**src/rtl/axi_lite_pkg.sv**
```systemverilog
// Shared types and constants for the AXI4-Lite register responder.
package axi_lite_pkg;

   localparam int AXI_DATA_W = 32;
   localparam int AXI_STRB_W = AXI_DATA_W / 8;

   // Only the two response codes this responder can produce.
   typedef enum logic [1:0] {
      OKAY   = 2'b00,
      SLVERR = 2'b10
   } resp_t;

   typedef enum logic [1:0] {
      W_IDLE,
      W_EXEC,
      W_RESP
   } wr_state_t;

   typedef enum logic [1:0] {
      R_IDLE,
      R_EXEC,
      R_WAIT,
      R_RESP
   } rd_state_t;

   // Response code for an access that did or did not hit the window.
   function automatic resp_t resp_for(input logic hit);
      return hit ? OKAY : SLVERR;
   endfunction

endpackage

```
**src/rtl/axi_lite_reg_slave.sv**
```systemverilog
// AXI4-Lite responder that turns bus transactions into single-cycle
// register-file strobes. One write and one read may be outstanding; a
// 1-bit arbiter keeps the two strobes mutually exclusive.
module axi_lite_reg_slave
   import axi_lite_pkg::*;
#(
   parameter int                    ADDR_WIDTH = 32,
   parameter int                    DATA_WIDTH = AXI_DATA_W,
   parameter int                    WIN_BITS   = 8,
   parameter logic [ADDR_WIDTH-1:0] BASE_ADDR  = '0
) (
   input  logic                    aclk,
   input  logic                    aresetn,
   // write address channel
   input  logic [ADDR_WIDTH-1:0]   awaddr,
   input  logic [2:0]              awprot,
   input  logic                    awvalid,
   output logic                    awready,
   // write data channel
   input  logic [DATA_WIDTH-1:0]   wdata,
   input  logic [DATA_WIDTH/8-1:0] wstrb,
   input  logic                    wvalid,
   output logic                    wready,
   // write response channel
   output logic [1:0]              bresp,
   output logic                    bvalid,
   input  logic                    bready,
   // read address channel
   input  logic [ADDR_WIDTH-1:0]   araddr,
   input  logic [2:0]              arprot,
   input  logic                    arvalid,
   output logic                    arready,
   // read data channel
   output logic [DATA_WIDTH-1:0]   rdata,
   output logic [1:0]              rresp,
   output logic                    rvalid,
   input  logic                    rready,
   // register-file strobe interface
   output logic                    reg_wr_en,
   output logic [WIN_BITS-3:0]     reg_wr_addr,
   output logic [DATA_WIDTH-1:0]   reg_wr_data,
   output logic [DATA_WIDTH/8-1:0] reg_wr_strb,
   output logic                    reg_rd_en,
   output logic [WIN_BITS-3:0]     reg_rd_addr,
   input  logic [DATA_WIDTH-1:0]   reg_rd_data
);

   localparam int WORD_W = WIN_BITS - 2;
   localparam int STRB_W = AXI_STRB_W;

   // Upper address bits must match the base for the access to land here.
   function automatic logic in_window(input logic [ADDR_WIDTH-1:0] addr);
      return addr[ADDR_WIDTH-1:WIN_BITS] == BASE_ADDR[ADDR_WIDTH-1:WIN_BITS];
   endfunction

   // Channel buffers: the window decode is done once, at capture time.
   logic                  aw_full, w_full, ar_full;
   logic                  aw_hit_q, ar_hit_q;
   logic [WORD_W-1:0]     aw_word_q, ar_word_q;
   logic [DATA_WIDTH-1:0] wdata_q;
   logic [STRB_W-1:0]     wstrb_q;

   wr_state_t wr_state, wr_next;
   rd_state_t rd_state, rd_next;
   resp_t     bresp_q, rresp_q;

   // Set when the last contended grant went to the write side.
   logic prio_rd;

   logic aw_hs, w_hs, ar_hs, b_hs, r_hs;
   logic wr_req, rd_req, wr_grant, rd_grant;

   // Protection bits and byte-offset address bits carry no meaning here.
   logic unused;
   assign unused = ^{awprot, arprot, awaddr[1:0], araddr[1:0]};

   assign aw_hs = awvalid & awready;
   assign w_hs  = wvalid  & wready;
   assign ar_hs = arvalid & arready;
   assign b_hs  = bvalid  & bready;
   assign r_hs  = rvalid  & rready;

   // Arbiter: an uncontended request always wins; on contention the side
   // that lost the previous contention goes first.
   assign wr_req   = (wr_state == W_IDLE) & aw_full & w_full;
   assign rd_req   = (rd_state == R_IDLE) & ar_full;
   assign wr_grant = wr_req & (~rd_req | ~prio_rd);
   assign rd_grant = rd_req & (~wr_req |  prio_rd);

   assign reg_wr_addr = aw_word_q;
   assign reg_wr_data = wdata_q;
   assign reg_wr_strb = wstrb_q;
   assign reg_rd_addr = ar_word_q;
   assign bresp       = bresp_q;
   assign rresp       = rresp_q;

   // Capture AW/W/AR independently; each ready stays low from its handshake
   // until the owning transaction's response handshake empties the buffer.
   // NOTE: sequential state uses non-blocking assignments so every register
   // samples pre-edge values regardless of statement order.
   always_ff @(posedge aclk or negedge aresetn) begin
      if (!aresetn) begin
         aw_full   <= 1'b0;
         w_full    <= 1'b0;
         ar_full   <= 1'b0;
         awready   <= 1'b0;
         wready    <= 1'b0;
         arready   <= 1'b0;
         aw_hit_q  <= 1'b0;
         ar_hit_q  <= 1'b0;
         aw_word_q <= '0;
         ar_word_q <= '0;
         wdata_q   <= '0;
         wstrb_q   <= '0;
      end else begin
         if (aw_hs) begin
            aw_full   <= 1'b1;
            awready   <= 1'b0;
            aw_hit_q  <= in_window(awaddr);
            aw_word_q <= awaddr[WIN_BITS-1:2];
         end else if (b_hs) begin
            aw_full <= 1'b0;
            awready <= 1'b1;
         end else begin
            awready <= ~aw_full;
         end

         if (w_hs) begin
            w_full  <= 1'b1;
            wready  <= 1'b0;
            wdata_q <= wdata;
            wstrb_q <= wstrb;
         end else if (b_hs) begin
            w_full <= 1'b0;
            wready <= 1'b1;
         end else begin
            wready <= ~w_full;
         end

         if (ar_hs) begin
            ar_full   <= 1'b1;
            arready   <= 1'b0;
            ar_hit_q  <= in_window(araddr);
            ar_word_q <= araddr[WIN_BITS-1:2];
         end else if (r_hs) begin
            ar_full <= 1'b0;
            arready <= 1'b1;
         end else begin
            arready <= ~ar_full;
         end
      end
   end

   // State registers, arbitration flag and registered response fields.
   always_ff @(posedge aclk or negedge aresetn) begin
      if (!aresetn) begin
         wr_state <= W_IDLE;
         rd_state <= R_IDLE;
         prio_rd  <= 1'b0;
         bresp_q  <= OKAY;
         rresp_q  <= OKAY;
         rdata    <= '0;
      end else begin
         wr_state <= wr_next;
         rd_state <= rd_next;
         if (wr_req & rd_req) prio_rd <= wr_grant;
         if (wr_state == W_EXEC) bresp_q <= resp_for(aw_hit_q);
         // Register data is valid in the cycle after the read strobe.
         if (rd_state == R_WAIT) begin
            rresp_q <= resp_for(ar_hit_q);
            rdata   <= ar_hit_q ? reg_rd_data : '0;
         end
      end
   end

   // Write FSM next state and outputs.
   // NOTE: every output of a combinational block gets a default first, so
   // no path through the case leaves a value unassigned and infers a latch.
   always_comb begin
      wr_next   = wr_state;
      reg_wr_en = 1'b0;
      bvalid    = 1'b0;
      unique case (wr_state)
         W_IDLE: if (wr_grant) wr_next = W_EXEC;
         W_EXEC: begin
            reg_wr_en = aw_hit_q;
            wr_next   = W_RESP;
         end
         W_RESP: begin
            bvalid = 1'b1;
            if (bready) wr_next = W_IDLE;
         end
         default: wr_next = W_IDLE;
      endcase
   end

   // Read FSM next state and outputs.
   always_comb begin
      rd_next   = rd_state;
      reg_rd_en = 1'b0;
      rvalid    = 1'b0;
      unique case (rd_state)
         R_IDLE: if (rd_grant) rd_next = R_EXEC;
         R_EXEC: begin
            reg_rd_en = ar_hit_q;
            rd_next   = R_WAIT;
         end
         R_WAIT: rd_next = R_RESP;
         R_RESP: begin
            rvalid = 1'b1;
            if (rready) rd_next = R_IDLE;
         end
         default: rd_next = R_IDLE;
      endcase
   end

endmodule

```
**config.mk**
```make
export PLATFORM = sky130hd
export DESIGN_NAME = axi_lite_reg_slave
export DESIGN_NICKNAME = d
export VERILOG_FILES = /design/src/rtl/axi_lite_pkg.sv /design/src/rtl/axi_lite_reg_slave.sv
export SDC_FILE = /design/constraint.sdc
export NUM_CORES = 1
export LEC_CHECK = 0
export ABC_AREA = 1
export BUFFER_PORTS_ARGS = -buffer_cell sky130_fd_sc_hd__buf_4
export CORE_MARGIN = 2
export CORE_UTILIZATION = 38
export DETAILED_ROUTE_END_ITERATION = 7
export PLACE_DENSITY = 0.73
export SYNTH_ARGS = -nofsm -noshare
export SYNTH_HDL_FRONTEND = slang
export SYNTH_SLANG_ARGS = --single-unit
```
**constraint.sdc**
```tcl
create_clock -name aclk -period 1.2 [get_ports aclk]
set_input_delay 0.12 -clock aclk [delete_from_list [all_inputs] [get_ports aclk]]
set_output_delay 0.12 -clock aclk [all_outputs]
set_load 0.03 [all_outputs]
```
==> impl_metrics.yaml <==
critical_path:
  crit_type: "register to register"
  crit_path_end_kind: "register"
  start_kind: "register"
  crit_fanout: 33
  arrival_ns: 1.59
  critical-path-max-stage-delay_ns: 0.43
  cpMaxStageDelayCell: "dfrtp_1"
  crit_chain: "buf_4 -> ha_4 -> nand2_1 -> inv_2 -> buf_12 -> a22o_1"
  required_ns: 1.45
place:
  dp_hpwl_mm: 7.47
  place_inst: 674
  gp_congestion: 0.735
  placed_area_um2: 5810
  portBuffers: 223
synth:
  synth_area_um2: 3870
  synth_edf_count: 0
  yosys_warnings: 0
  async_flop_share_pct: 100
  syn_avg_cell_area_um2: 12.3
  yosysUniqueCellTypes: 23
  netlist_instances: 315
  synth_seq_cells: 95
  seq_area_frac_synth_pct: 61.5
  ys.flop_type: "dfrtp_1"
final_layout:
  final_area_um2: 7170
  drive_above_1_share_pct: 50.3
  n_fill_cell: 638
  fin_cells: 789
  multi_input_area_um2: 1460
  area.growth.synth_to_final_pct: 85.3
  nets: 801
  n_antenna_cell: 0
  seqCellArea_um2: 2380
  final_util_pct: 73.0
global_routing:
  grt-ovfl-total: 0
  grt_pass1_wl_mm: 19.7
  grt_max_degree: 40
  grt_pass1_vias: 3846
  antenna_found_initial: 0
  track_usage_pct: 22.8
sta:
  finClkSkew_ns: 0.00964
  min_period_ns: 1.34
  fmax_mhz: 744
  setup-violations-final: 57
  setup_ws_ns: -0.145
  min_period_over_period_pct: 112
  hold_viol_final: 0
  slew_viol_final: 0
  rsz0062_at_grt: "true"
die:
  io_pins: 236
  start_util_pct: 39.4
  coreArea_um2: 9820
  fp.dieArea_um2: 11000
  rows: 36
  die_w_um: 105
  fp.dieH_um: 105
power_and_ir_drop:
  seqPwrFrac_pct: 33.7
  vdd_ir_drop_max_mv: 1.21
  clockPowerShare_pct: 14.2
  intPower_mw: 8.86
  combPwrFrac_pct: 52.0
  p_sw_mw: 5.76
  netSwitchingFraction_pct: 39.4
  p_per_area_nw_per_um2: 2040
  total_power_mw: 14.6
  leakage_nw: 3.74
drt:
  ant_nets: 0
  avgViaCountPerCell: 4.58
  num_vias: 3616
  remaining_drc_errors: 0
  drtIter0Drc: 139
  dr.pass1.iters: 4
  wl_mm: 12.7
  wl_per_cell_um: 16.1
cts:
  clock_latency_ns: 0.35
  clk_pin_slew_ns: 0.10
  cts_made_buffers: 9
  cts_tree: "yes"
  cts_sinks: 95
  htree_levels: 3
  cts.path.max_buffers: 2
  cts_root_buffer: "clkbuf_8"
min_path:
  hp-class: "input pin to register"
status:
  violations: "setup timing"
  outcome: "finished with violations"
flow_run:
  maxCapViolations: 0
## area by class of cell
cell class	count	share of cell area [%]
repair buffers	335	40.5
flip-flops and latches	95	33.2
multi-input cells	192	20.3
well taps	133	2.32
clock buffers	12	1.89
inverters	18	1.01
clock inverters	4	0.768
## power groups by stage
| stage | clock, mW | sequential [mW] | combinational (mW) |
|---|---|---|---|
| 6_report | 2.08 | 4.94 | 7.60 |
| 5_1_grt | 2.27 | 5.03 | 8.03 |
| 4_1_cts | 2.15 | 4.83 | 7.33 |
| 3_5_place_dp | 0 | 4.87 | 6.36 |
| 3_3_place_gp | 0 | 4.80 | 6.30 |
| 2_1_floorplan | 0 | 6.56 | 2.14 |
## cells by family (layout without fill, tap and decap cells)
logic type	after synthesis	in the layout	synth area share, %
simple gates	109	109	11.3
flops	95	95	61.5
compound gates	39	39	8.18
mux	36	36	13.3
buf+inv	29	369	3.79
fa+ha+maj	5	5	1.62
other cells	1	2	0.0970
xor+xnor	1	1	0.227
## synthesized netlist by cell type (all sizes together), types with 3 or more instances
cell / number / area (um^2)
o21ai: 5 / 25.0
buf: 11 / 78.8
nand2: 67 / 264
dfrtp: 95 / 2380
ha: 5 / 62.6
nor2: 33 / 124
inv: 18 / 67.6
nand4: 3 / 18.8
mux2: 36 / 514
a22o: 32 / 280
nand3: 5 / 25.0
## path summary, 6_finish.rpt
kind | from | endpoint | slack (ns) | cells after the start
max | rd_state[1]$_DFFE_PN0P_ | rdata[23]$_DFFE_PN0P_ | -0.14 | 6
min | araddr[29] | ar_hit_q$_DFFE_PN0P_ | 0.04 | 4
max reg2reg | rd_state[1]$_DFFE_PN0P_ | rdata[23]$_DFFE_PN0P_ | -0.14 | 6
min reg2reg | prio_rd$_DFFE_PN0P_ | wr_state[0]$_DFFE_PN0P_ | 0.48 | 1
max in group asynchronous | aresetn | wr_state[0]$_DFFE_PN0P_ | 0.48 | 3
min in group asynchronous | aresetn | reg_wr_data[7]$_DFFE_PN0P_ | 0.19 | 2
## critical path: cells and delay by family (launching register included)
family	cells	cell delay [ns]
compound gates	1	0.20
fa+ha+maj	1	0.17
buf+inv	3	0.36
flops	1	0.43
simple gates	1	0.07
## registers in the layout, indices dropped and copies added, names as in the netlist
name         cells
rdata           32
rresp            1
bresp            1
ar_hit_q         1
reg_wr_strb      4
reg_wr_addr      6
awready          1
prio_rd          1
wready           1
wr_state         2
aw_hit_q         1
rd_state         2
reg_rd_addr      6
aw_full          1
arready          1
ar_full          1
w_full           1
reg_wr_data     32
## through the flow
stage | hold slack (ns) | TNS (ns) | worst slack (ns)
2_1_floorplan | -0.176 | -0.700 | -0.0255
3_3_place_gp | 0.0220 | -0.340 | -0.0137
3_5_place_dp | 0.0243 | -1.46 | -0.0655
4_1_cts | 0.0134 | -4.89 | -0.181
5_1_grt | 0.0360 | -7.57 | -0.220
6_report | 0.0420 | -5.00 | -0.145
## layout by cell type, fill, tap and decap left out, types with 4 or more instances in the layout
cell           instances
a22o_1                32
buf_12                 8
buf_4                235
buf_6                  7
clkbuf_8               9
dfrtp_1               93
dlygate4sd3_1         82
ha_4                   4
inv_1                 10
inv_2                  6
mux2_2                 6
mux2_4                30
nand2_1               59
nand2_2                6
nand3_1                4
nor2_1                30
## timing repair
item / in CTS / in global routing
resized for setup: 26 / 14
hold buffers: 82 / 0
gates cloned: 2 / 1
pin swaps: 5 / 2
buffers inserted: 13 / 3
setup endpoints to repair: 56 / 51
endpoints found under the hold margin: 176 / 0
## routing by layer
layer  GRT usage, %  vias to the layer above  routed length (um)
li1               -                     1720                   -
met4           6.19                        0                 177
met1           28.3                     1706                5310
met5              0                        -                   0
met2           39.4                      174                6380
met3           5.86                       16                 860
Note: power is estimated with default switching activity, not from simulation.
